**config.mk**
```make
export PLATFORM = sky130hd
export DESIGN_NAME = alu_control_mc
export DESIGN_NICKNAME = d
export VERILOG_FILES = /design/src/rtl/alu_pkg.sv /design/src/rtl/muldiv_iter.sv /design/src/rtl/alu_control_mc.sv
export SDC_FILE = /design/constraint.sdc
export NUM_CORES = 1
export LEC_CHECK = 0
export ABC_AREA = 1
export ABC_CLOCK_PERIOD_IN_PS = 7800
export CORE_ASPECT_RATIO = 1.25
export CORE_MARGIN = 2
export CORE_UTILIZATION = 55
export DETAILED_ROUTE_END_ITERATION = 12
export HOLD_SLACK_MARGIN = 0.1
export PLACE_DENSITY = 0.82
export SLEW_MARGIN = 20
export SYNTH_ARGS = -nofsm -noshare
export SYNTH_HDL_FRONTEND = slang
export SYNTH_SLANG_ARGS = --single-unit
```
**constraint.sdc**
```tcl
create_clock -name clk -period 7.8 [get_ports clk]
set_input_delay 2.34 -clock clk [delete_from_list [all_inputs] [get_ports clk]]
set_output_delay 2.34 -clock clk [all_outputs]
set_load 0.01 [all_outputs]
```
**src/rtl/alu_pkg.sv**
```systemverilog
// Shared ALU control encodings, M-op and FSM enums, and the base-ISA decode function.
// Purely combinational helpers; no latency, no backpressure.
package alu_pkg;

    localparam logic [3:0] ALU_AND  = 4'b0000;
    localparam logic [3:0] ALU_OR   = 4'b0001;
    localparam logic [3:0] ALU_ADD  = 4'b0010;
    localparam logic [3:0] ALU_XOR  = 4'b0011;
    localparam logic [3:0] ALU_SLL  = 4'b0100;
    localparam logic [3:0] ALU_SRL  = 4'b0101;
    localparam logic [3:0] ALU_SUB  = 4'b0110;
    localparam logic [3:0] ALU_SLT  = 4'b0111;
    localparam logic [3:0] ALU_SRA  = 4'b1000;
    localparam logic [3:0] ALU_SLTU = 4'b1001;

    localparam logic [1:0] ALUOP_MEM = 2'b00;
    localparam logic [1:0] ALUOP_BR  = 2'b01;
    localparam logic [1:0] ALUOP_R   = 2'b10;
    localparam logic [1:0] ALUOP_I   = 2'b11;

    localparam logic [6:0] F7_BASE   = 7'b0000000;
    localparam logic [6:0] F7_ALT    = 7'b0100000;
    localparam logic [6:0] F7_MULDIV = 7'b0000001;

    typedef enum logic [2:0] {
        MOP_MUL    = 3'b000,
        MOP_MULH   = 3'b001,
        MOP_MULHSU = 3'b010,
        MOP_MULHU  = 3'b011,
        MOP_DIV    = 3'b100,
        MOP_DIVU   = 3'b101,
        MOP_REM    = 3'b110,
        MOP_REMU   = 3'b111
    } mop_e;

    typedef enum logic [1:0] {
        S_IDLE = 2'b00,
        S_BUSY = 2'b01,
        S_DONE = 2'b10
    } state_e;

    function automatic logic [3:0] alu_decode(input logic [1:0] aluop,
                                              input logic [6:0] func7,
                                              input logic [2:0] func3);
        logic [3:0] code;
        code = ALU_ADD;
        case (aluop)
            ALUOP_MEM: code = ALU_ADD;
            ALUOP_BR:  code = ALU_SUB;
            default: begin
                case (func3)
                    3'b000:  code = (aluop == ALUOP_R && func7[5]) ? ALU_SUB : ALU_ADD;
                    3'b001:  code = ALU_SLL;
                    3'b010:  code = ALU_SLT;
                    3'b011:  code = ALU_SLTU;
                    3'b100:  code = ALU_XOR;
                    3'b101:  code = func7[5] ? ALU_SRA : ALU_SRL;
                    3'b110:  code = ALU_OR;
                    default: code = ALU_AND;
                endcase
                // Unknown func7 and M-ops both collapse to the AND code in R-type.
                if (aluop == ALUOP_R && func7 != F7_BASE && func7 != F7_ALT)
                    code = ALU_AND;
            end
        endcase
        return code;
    endfunction

endpackage

```
**src/rtl/muldiv_iter.sv**
```systemverilog
// Iterative M-extension engine: XLEN-step shift-add multiply / restoring divide on magnitudes.
// Result XLEN+1 cycles after start (1 on fast path); dropping valid while busy aborts silently.
module muldiv_iter
    import alu_pkg::*;
#(
    parameter int XLEN = 32
) (
    input  logic            clk,
    input  logic            rst_n,
    input  logic            start,
    input  logic            valid,
    input  logic [2:0]      func3,
    input  logic [XLEN-1:0] op_a,
    input  logic [XLEN-1:0] op_b,
    output logic            busy,
    output logic            done,
    output logic [XLEN-1:0] result
);

    localparam int CW = $clog2(XLEN + 1);
    localparam logic [XLEN-1:0] MIN_INT = {1'b1, {(XLEN-1){1'b0}}};

    state_e              state_q, state_d;
    logic [CW-1:0]       cnt_q, cnt_d;
    logic [2*XLEN-1:0]   acc_q, acc_d;
    logic [XLEN-1:0]     opnd_q, opnd_d;
    mop_e                op_q, op_d;
    logic                neg_q, neg_d;
    logic [XLEN-1:0]     result_q, result_d;

    mop_e                op_in;
    logic                a_signed, b_signed, sa, sb;
    logic [XLEN-1:0]     mag_a, mag_b;
    logic                div_zero, div_ovf;
    logic [XLEN-1:0]     fast_res;

    logic [XLEN:0]       mul_sum;
    logic [XLEN:0]       div_shift, div_diff;
    logic [2*XLEN-1:0]   mul_nxt, div_nxt, step;
    logic [2*XLEN-1:0]   prod_fix;
    logic [XLEN-1:0]     div_val, div_fix, final_res;

    always_comb begin
        op_in    = mop_e'(func3);
        a_signed = op_in inside {MOP_MULH, MOP_MULHSU, MOP_DIV, MOP_REM};
        b_signed = op_in inside {MOP_MULH, MOP_DIV, MOP_REM};
        sa       = a_signed & op_a[XLEN-1];
        sb       = b_signed & op_b[XLEN-1];
        mag_a    = sa ? -op_a : op_a;
        mag_b    = sb ? -op_b : op_b;
        div_zero = func3[2] && (op_b == '0);
        div_ovf  = (op_in == MOP_DIV || op_in == MOP_REM) && op_a == MIN_INT && op_b == '1;
        if (div_zero)
            fast_res = func3[1] ? op_a : '1;
        else
            fast_res = func3[1] ? '0 : MIN_INT;
    end

    // acc holds {partial product, multiplier} or {partial remainder, dividend/quotient}.
    always_comb begin
        mul_sum   = {1'b0, acc_q[2*XLEN-1:XLEN]} + (acc_q[0] ? {1'b0, opnd_q} : '0);
        mul_nxt   = {mul_sum, acc_q[XLEN-1:1]};
        div_shift = {acc_q[2*XLEN-1:XLEN], acc_q[XLEN-1]};
        div_diff  = div_shift - {1'b0, opnd_q};
        if (!div_diff[XLEN])
            div_nxt = {div_diff[XLEN-1:0], acc_q[XLEN-2:0], 1'b1};
        else
            div_nxt = {div_shift[XLEN-1:0], acc_q[XLEN-2:0], 1'b0};
        step      = op_q[2] ? div_nxt : mul_nxt;

        prod_fix  = neg_q ? -step : step;
        div_val   = (op_q inside {MOP_REM, MOP_REMU}) ? step[2*XLEN-1:XLEN] : step[XLEN-1:0];
        div_fix   = neg_q ? -div_val : div_val;
        if (op_q[2])
            final_res = div_fix;
        else if (op_q == MOP_MUL)
            final_res = prod_fix[XLEN-1:0];
        else
            final_res = prod_fix[2*XLEN-1:XLEN];
    end

    always_comb begin
        state_d  = state_q;
        cnt_d    = cnt_q;
        acc_d    = acc_q;
        opnd_d   = opnd_q;
        op_d     = op_q;
        neg_d    = neg_q;
        result_d = result_q;
        case (state_q)
            S_IDLE: begin
                if (start) begin
                    op_d   = op_in;
                    acc_d  = {{XLEN{1'b0}}, mag_a};
                    opnd_d = mag_b;
                    neg_d  = (op_in inside {MOP_REM, MOP_REMU}) ? sa : (sa ^ sb);
                    if (div_zero || div_ovf) begin
                        result_d = fast_res;
                        state_d  = S_DONE;
                    end else begin
                        cnt_d   = CW'(XLEN);
                        state_d = S_BUSY;
                    end
                end
            end
            S_BUSY: begin
                if (!valid) begin
                    cnt_d   = '0;
                    state_d = S_IDLE;
                end else begin
                    acc_d = step;
                    cnt_d = cnt_q - 1'b1;
                    if (cnt_q == CW'(1)) begin
                        result_d = final_res;
                        state_d  = S_DONE;
                    end
                end
            end
            S_DONE:  state_d = S_IDLE;
            default: state_d = S_IDLE;
        endcase
    end

    always_ff @(posedge clk or negedge rst_n) begin
        if (!rst_n) begin
            state_q  <= S_IDLE;
            cnt_q    <= '0;
            acc_q    <= '0;
            opnd_q   <= '0;
            op_q     <= MOP_MUL;
            neg_q    <= 1'b0;
            result_q <= '0;
        end else begin
            state_q  <= state_d;
            cnt_q    <= cnt_d;
            acc_q    <= acc_d;
            opnd_q   <= opnd_d;
            op_q     <= op_d;
            neg_q    <= neg_d;
            result_q <= result_d;
        end
    end

    assign busy   = (state_q == S_BUSY);
    assign done   = (state_q == S_DONE);
    assign result = result_q;

endmodule

```
**src/rtl/alu_control_mc.sv**
```systemverilog
// Execute-stage ALU control: combinational decode plus a stall while an M-op iterates.
// Decode has zero latency; stall holds the pipeline until the done cycle of an M-op.
module alu_control_mc
    import alu_pkg::*;
#(
    parameter int XLEN = 32
) (
    input  logic            clk,
    input  logic            rst_n,
    input  logic [1:0]      ALUOp,
    input  logic [6:0]      func7,
    input  logic [2:0]      func3,
    input  logic            valid,
    input  logic [XLEN-1:0] op_a,
    input  logic [XLEN-1:0] op_b,
    output logic [3:0]      ALUControl_out,
    output logic            is_muldiv,
    output logic            stall,
    output logic            busy,
    output logic            done,
    output logic [XLEN-1:0] muldiv_result
);

    assign is_muldiv      = (ALUOp == ALUOP_R) && (func7 == F7_MULDIV);
    assign ALUControl_out = alu_decode(ALUOp, func7, func3);
    assign stall          = valid & is_muldiv & ~done;

    muldiv_iter #(.XLEN(XLEN)) u_muldiv (
        .clk    (clk),
        .rst_n  (rst_n),
        .start  (valid & is_muldiv),
        .valid  (valid),
        .func3  (func3),
        .op_a   (op_a),
        .op_b   (op_b),
        .busy   (busy),
        .done   (done),
        .result (muldiv_result)
    );

endmodule

```
==> impl_metrics.ini, run 1 <==
[clocking]
post_cts_resize_count = 0
cts_buffer_depth = 2
cts_made_buffers = 17
ctsHoldBuffers = 0
ctsHtreeMaxLevel = 4
cts.sink_count = 140
cts_tree = yes
cts_setup_buffers = 0
cts-root-buf = sky130_fd_sc_hd__clkbuf_16
insertion_delay_to_the_later_sink_of_the_worst_skew_pair_ns = 0.46
clkTransAtPathRegs_ns = 0.07

[route]
avgViaCountPerCell = 5.83
num_vias = 20600
drt-wirelength-per-cell_um = 19.5
route.antenna.remaining_nets = 0
drtIter0Drc = 2310
drt_wl_total_um = 69000
drt_pass1_iterations = 8
route.detailed.drc = 0

[setup_path]
worst-r2r-setup-slack_ns = 1.99
crit_path_max_fanout = 10
cp.buffers_inverters = 2
critical_path_arrival_ns = 4.36
cp_slowest_cell = sky130_fd_sc_hd__clkdlybuf4s50_1
critical_path.max_stage_delay_ns = 0.62
worstPathRequired_ns = 5.46
ff2ff_path_depth = 30
timing.critical_path.mode_cell = sky130_fd_sc_hd__clkdlybuf4s50_1
r2r_end = u_muldiv.result[30]
stages_on_worst_setup_path = 6
worst_path_dominant_cell_family = buffers and inverters
setup.worst_path.class = input pin to primary output
path_cells = clkdlybuf4s50_1 -> nand2_1 -> o21ai_0 -> or2_2 -> nor4_1 -> clkdlybuf4s50_1
cp-end-kind = primary output
timing.critical_path.from_type = input pin
r2r-start = u_muldiv.opnd_q[20]

[synthesis]
complex_gate_fraction_of_the_synthesized_area = 0.168
postSynthRegisterBits = 140
synth_area_sq_um = 17600
postSynthAreaPerCell_sq_um = 5.77
number_of_warnings_reported_in_the_yosys_synthesis_log = 0
synthesis.instances = 3055
post_synth_edffs = 0
post_synth_fa_ha_maj_area_fraction = 0.0527
synth_sequential_area_ratio = 0.199
postSynthNetCount = 3207
combinational_family_with_the_most_area_after_synthesis = simple AND/OR/NAND/NOR gates
xor_xnor_fraction_of_synth_area = 0.0422
synth.top_cells.by_area = sky130_fd_sc_hd__dfrtp_1 20%, sky130_fd_sc_hd__nand2_1 18%, sky130_fd_sc_hd__inv_1 9.5%
muxShareOfSynthArea = 0.0131
synth_simple_gate_area_frac = 0.399
synth_async_sr_flop_share = 1.00
ys.flop_type = sky130_fd_sc_hd__dfrtp_1
synth_area_leader_cell = sky130_fd_sc_hd__dfrtp_1
yosys.area.top_type_share = 0.199
ys_types = 60

[grt]
grt_start_max_net_pins = 106
globalRouteTotalUtil = 0.412
grt_pass1_wl_um = 106000
global_route.peak_usage_layer = met2
vias_in_the_first_global_route = 20300
use_met1 = 0.463
m3_gr_usage = 0.0637
grt_antenna_before_repair = 0
grt_util_met2 = 0.693
grt.overflow.total = 0

[floorplanning]
floorplan.rows = 73
die-width_um = 164
top_level_ports = 119
initial_utilization = 0.556
total_core_area_sq_um = 31700
floorplan.die_area_sq_um = 33500
die_h_um = 204

[sta]
final_report_max_slew_violation_count = 0
final_worst_path_setup_slack_ns = 1.10
hold_viol = 0
tightestPinTransition_ns = 1.10
final.setup_skew_ns = 0.0176
grt_setup_unrepaired = false
tmin_final_ns = 6.70
slew_headroom = 0.265
fin_crit_sh = 0.859
achievable-frequency_mhz = 149
setup_tns_ns = 0
final_setup_violation_count = 0

[final_layout]
post_route_cell_area_sq_um = 19600
post_route_cells_drive_above_1_share = 0.0559
layout_stage_area_growth_over_the_synthesis_result_pct = 11.5
diodes = 0
nets = 3268

[hold_path]
hold_end = u_muldiv.result[11]
hold_path_startpoint = u_muldiv.result[11]
hp-class = flip-flop to flip-flop
hold-path-cell-count = 2

[power_and_ir_drop]
cellPowerDensity_nw_per_um2 = 150
irDropWorstVdd_uv = 143
power.leakage_nw = 10.6

[placed_design]
detailedPlacementHpwl_um = 54400
gp_routability_congestion = 1.00
placed_cell_area_sq_um = 19000
port_buffers = 118
worst_slack_after_detailed_placement_ns = 1.15

[outcome]
outcome = completed

[flow_run]
drv.max_cap_violation_count = 0
==> sequential cells by signal (all words and copies together), names as in the netlist <==
register / flops
u_muldiv.op_q: 3
u_muldiv.cnt_q: 6
u_muldiv.state_q: 2
u_muldiv.neg_q: 1
u_muldiv.acc_q: 64
u_muldiv.result: 32
u_muldiv.opnd_q: 32
==> worst max path at each step <==
| stage | from | end | slack [ns] |
|---|---|---|---|
| 3_5_place_dp | func3[2] | ALUControl_out[3] | 1.15 |
| 6_report | func3[2] | ALUControl_out[3] | 1.10 |
| 2_1_floorplan | func3[1] | ALUControl_out[3] | 2.12 |
| 3_3_place_gp | func3[2] | ALUControl_out[3] | 1.21 |
| 4_1_cts | func3[2] | ALUControl_out[3] | 1.14 |
| 5_1_grt | func3[2] | ALUControl_out[3] | 1.06 |
==> routing by layer <==
metal / wire, um / part of all wire / vias up
met5: 0 / 0 / -
met4: 6070 / 0.088 / 0
met3: 5160 / 0.075 / 255
met2: 32000 / 0.46 / 1011
met1: 25800 / 0.37 / 9409
li1: - / - / 9960
==> metrics by stage <==
stage	instances	utilization	total power [W]	hold slack, ns
floorplan	3055	-	0.00165	0.454
global placement	3509	0.600	0.00201	0.469
detailed placement	3509	0.600	0.00203	0.476
CTS	3541	0.620	0.00292	0.493
global route	3541	0.620	0.00310	0.508
finish	3541	0.620	0.00295	0.488
==> Yosys cell counts (all sizes together) (2+ instances only) <==
cell and n:
o31ai 8, fa 2, o221ai 3, a21boi 3, nor4 13, nand4 52
mux2i 23, a21oi 210, dfrtp 140, o21bai 7, o21ai 251, clkbuf 55
a31oi 7, ha 71, o211ai 12, inv 459, nor3 48, o21a 2
clkinv 5, nor2 367, o22ai 22, xnor2 19, o311ai 2, xor2 66
nand3 238, or2 5, and3 3, a21o 9, nand2 885, buf 44
nand3b 13, and2 5
==> power breakdown <==
part           internal [W]  switching, W  total, W
Clock              0.000510      0.000372  0.000882
Combinational      0.000386      0.000858   0.00124
Sequential         0.000772     0.0000514  0.000824
==> cells in the final DEF, fill, tap and decap left out, types with 7 or more instances in the layout <==
master                            instances
sky130_fd_sc_hd__o21bai_1                 7
sky130_fd_sc_hd__ha_1                    71
sky130_fd_sc_hd__inv_1                  447
sky130_fd_sc_hd__xor2_1                  66
sky130_fd_sc_hd__o31ai_1                  7
sky130_fd_sc_hd__dfrtp_1                138
sky130_fd_sc_hd__nand3_1                229
sky130_fd_sc_hd__xnor2_1                 19
sky130_fd_sc_hd__nor4_1                  12
sky130_fd_sc_hd__nor2_2                  19
sky130_fd_sc_hd__nand3_2                  9
sky130_fd_sc_hd__o21ai_1                 15
sky130_fd_sc_hd__o211ai_1                12
sky130_fd_sc_hd__nand3b_1                13
sky130_fd_sc_hd__clkdlybuf4s50_1        117
sky130_fd_sc_hd__o22ai_1                 22
sky130_fd_sc_hd__nand4_1                 52
sky130_fd_sc_hd__a31oi_1                  7
sky130_fd_sc_hd__a21o_1                   9
sky130_fd_sc_hd__a21oi_1                203
sky130_fd_sc_hd__nor3_1                  43
sky130_fd_sc_hd__o21ai_2                 10
sky130_fd_sc_hd__clkbuf_16               17
sky130_fd_sc_hd__nand2_2                 35
sky130_fd_sc_hd__nor2_1                 342
sky130_fd_sc_hd__o21ai_0                225
sky130_fd_sc_hd__mux2i_1                 23
sky130_fd_sc_hd__buf_4                   23
sky130_fd_sc_hd__inv_2                   12
sky130_fd_sc_hd__nand2_1                844
==> worst reg2reg max path, delay by kind of cell, from the launching register on <==
kind / cells / cell delay (ns)
adders and majority gates: 2 / 0.64
DFF: 1 / 0.49
buffers and inverters: 3 / 0.35
and+or+nand+nor: 23 / 3.73
AOI/OAI and AO/OA: 2 / 0.51
==> cell families (layout without fill, tap and decap cells) <==
logic type | Yosys count | in the layout
AO/OA/AOI/OAI | 540 | 540
XOR/XNOR | 85 | 85
adder cells (fa/ha/maj) | 73 | 73
buffers and inverters | 563 | 637
flip-flops | 140 | 140
multiplexers | 23 | 23
AND/OR/NAND/NOR | 1631 | 1631
==> layout make-up <==
| type | count | area (sq um) |
|---|---|---|
| sequential | 140 | 3510 |
| clock inverter | 14 | 185 |
| fill | 3116 | 12000 |
| tap | 412 | 515 |
| clock buffer | 18 | 429 |
| timing repair buffer | 141 | 1360 |
| multi-input combinational | 2352 | 11900 |
| inverter | 464 | 1740 |
No activity file was read; power rests on OpenSTA's default activity.
==> run 2, diff against run 1 <==
--- a/config.mk
+++ b/config.mk
@@ -12,8 +12,9 @@
 export CORE_UTILIZATION = 55
 export DETAILED_ROUTE_END_ITERATION = 12
 export HOLD_SLACK_MARGIN = 0.1
-export PLACE_DENSITY = 0.82
+export PLACE_DENSITY = 0.87
 export SLEW_MARGIN = 20
 export SYNTH_ARGS = -nofsm -noshare
 export SYNTH_HDL_FRONTEND = slang
 export SYNTH_SLANG_ARGS = --single-unit
+export TNS_END_PERCENT = 50
==> run 2 against run 1 <==
Compared with the run above:
- final cell count about the same
- core utilization about the same
- clock power up 0.9%
- sequential power down 0.5%
- die area unchanged
- clock-buffer cell count unchanged
- combinational power about the same
- setup slack worse by 0.0015 ns
- critical path depth unchanged
- final area about the same
- flip-flop and latch count unchanged
- sequential share of layout area about the same
- critical endpoint unchanged
- largest power group unchanged
==> impl_metrics.ini, run 2 (synthesized netlist as in run 1, its figures left out) <==
[outcome]
outcome = completed

[floorplanning]
die_h_um = 204
floorplan.die_area_sq_um = 33500
total_core_area_sq_um = 31700
floorplan.rows = 73
top_level_ports = 119
die-width_um = 164
initial_utilization = 0.556

[setup_path]
critical_path.max_stage_delay_ns = 0.63
crit_path_max_fanout = 10
worst-r2r-setup-slack_ns = 1.69
worstPathRequired_ns = 5.46
timing.critical_path.from_type = input pin
critical_path_arrival_ns = 4.36
path_cells = clkdlybuf4s50_1 -> nand2_1 -> o21ai_0 -> or2_2 -> nor4_1 -> clkdlybuf4s50_1
timing.critical_path.mode_cell = sky130_fd_sc_hd__clkdlybuf4s50_1
cp_slowest_cell = sky130_fd_sc_hd__clkdlybuf4s50_1
cp-end-kind = primary output
ff2ff_path_depth = 33
setup.worst_path.class = input pin to primary output
r2r_end = u_muldiv.result[30]
r2r-start = u_muldiv.acc_q[31]

[placed_design]
detailedPlacementHpwl_um = 53600
worst_slack_after_detailed_placement_ns = 1.14
port_buffers = 118
placed_cells = 3507
gp_routability_congestion = 1.03

[final_layout]
most-common-layout-cells = 844 x sky130_fd_sc_hd__nand2_1, 447 x sky130_fd_sc_hd__inv_1, 342 x sky130_fd_sc_hd__nor2_1, 229 x sky130_fd_sc_hd__nand3_1, 225 x sky130_fd_sc_hd__o21ai_0
filler_cell_count = 3106
nets = 3266
most_common_cell_after_layout_fill_and_taps_aside = sky130_fd_sc_hd__nand2_1
sequential_cell_area_sq_um = 3510
multiInputGateArea_sq_um = 11900
fin_cells = 3539
diodes = 0
layout_stage_area_growth_over_the_synthesis_result_pct = 11.4
largest_reg_flops = 64
max_flop_register = u_muldiv.acc_q
post_route_cells_drive_above_1_share = 0.0556

[clocking]
ctsHtreeMaxLevel = 4
cts_setup_buffers = 0
cts.sink_count = 140
cts_made_buffers = 17
cts-root-buf = sky130_fd_sc_hd__clkbuf_16
cts_tree = yes
post_cts_resize_count = 0
insertion_delay_to_the_later_sink_of_the_worst_skew_pair_ns = 0.46
cts_buffer_depth = 2
ctsHoldBuffers = 0
clkTransAtPathRegs_ns = 0.07

[route]
drt-wirelength-per-cell_um = 19.4
avgViaCountPerCell = 5.85
drt_pass1_iterations = 8
drt_wl_total_um = 68700
num_vias = 20700
route.antenna.remaining_nets = 0
drtIter0Drc = 2232
route.detailed.drc = 0

[sta]
final.setup_skew_ns = 0.0138
setup_tns_ns = 0
fin_crit_sh = 0.860
hold_viol = 0
finalHoldWorstSlack_ns = 0.495
final_setup_violation_count = 0
tightestPinTransition_ns = 1.12
tmin_final_ns = 6.70
final_report_max_slew_violation_count = 0
grt_setup_unrepaired = false
achievable-frequency_mhz = 149
final_worst_path_setup_slack_ns = 1.10
slew_headroom = 0.245

[grt]
vias_in_the_first_global_route = 19900
grt_pass1_wl_um = 106000
globalRouteTotalUtil = 0.411
grt.overflow.total = 0
grt_start_max_net_pins = 84
grt_antenna_before_repair = 1

[hold_path]
hold_end = u_muldiv.result[11]
hold_path_startpoint = u_muldiv.result[11]
hp-class = flip-flop to flip-flop
hold-path-cell-count = 2

[power_and_ir_drop]
p_sw_frac = 0.435
power.leakage_nw = 10.6
pwr-share-clk = 0.302
internal_power_w = 0.00167
irDropWorstVdd_uv = 109
pwr-share-comb = 0.420
power_frac_seq = 0.278
finalPower_w = 0.00295
switching_power_summed_over_all_nets_w = 0.00128
cellPowerDensity_nw_per_um2 = 150

[flow_run]
drv.max_cap_violation_count = 0
==> run 2: power by group through the flow <==
stage,sequential (W),clock (W),combinational [W]
after detailed placement,0.000831,0,0.00119
after global placement,0.000828,0,0.00118
after global routing,0.000823,0.000924,0.00136
final,0.000820,0.000890,0.00124
after floorplan,0.000816,0,0.000830
after CTS,0.000818,0.000894,0.00120
==> run 2: through the flow <==
stage,area (sq um),util
after CTS,19600,0.619
final,19600,0.619
after global placement,19000,0.600
after detailed placement,19000,0.600
after global routing,19600,0.619
after floorplan,17600,-
==> run 2: layer usage <==
layer,up-vias,routed length (um),GRT usage,part of all wire
met5,-,16,0,0.00023
met4,2,5540,0.289,0.081
met3,253,5290,0.0664,0.077
met2,1042,32000,0.690,0.46
met1,9446,26000,0.473,0.38
li1,9966,-,-,-
==> run 2: how the worst max path moves through the flow <==
stage             start                end  slack, ns  cells after the start
2_1_floorplan  func3[1]  ALUControl_out[3]       2.12                      5
3_3_place_gp   func3[2]  ALUControl_out[3]       1.16                      6
3_5_place_dp   func3[2]  ALUControl_out[3]       1.14                      6
4_1_cts        func3[2]  ALUControl_out[3]       1.13                      6
5_1_grt        func3[2]  ALUControl_out[3]       0.91                      6
6_report       func3[2]  ALUControl_out[3]       1.10                      6
==> run 2: critical path: cells and delay by family <==
family                 cells  cell delay, ns
buffers and inverters      2            1.23
AOI/OAI and AO/OA          1            0.09
and+or+nand+nor            3            0.71
==> run 2: final cells by class <==
cell class                      instances  area share
Multi-Input combinational cell       2352       0.607
Timing Repair Buffer                  139      0.0683
Clock buffer                           18      0.0219
Sequential cell                       140       0.179
Inverter                              464      0.0887
Clock inverter                         14     0.00931
Tap cell                              412      0.0263
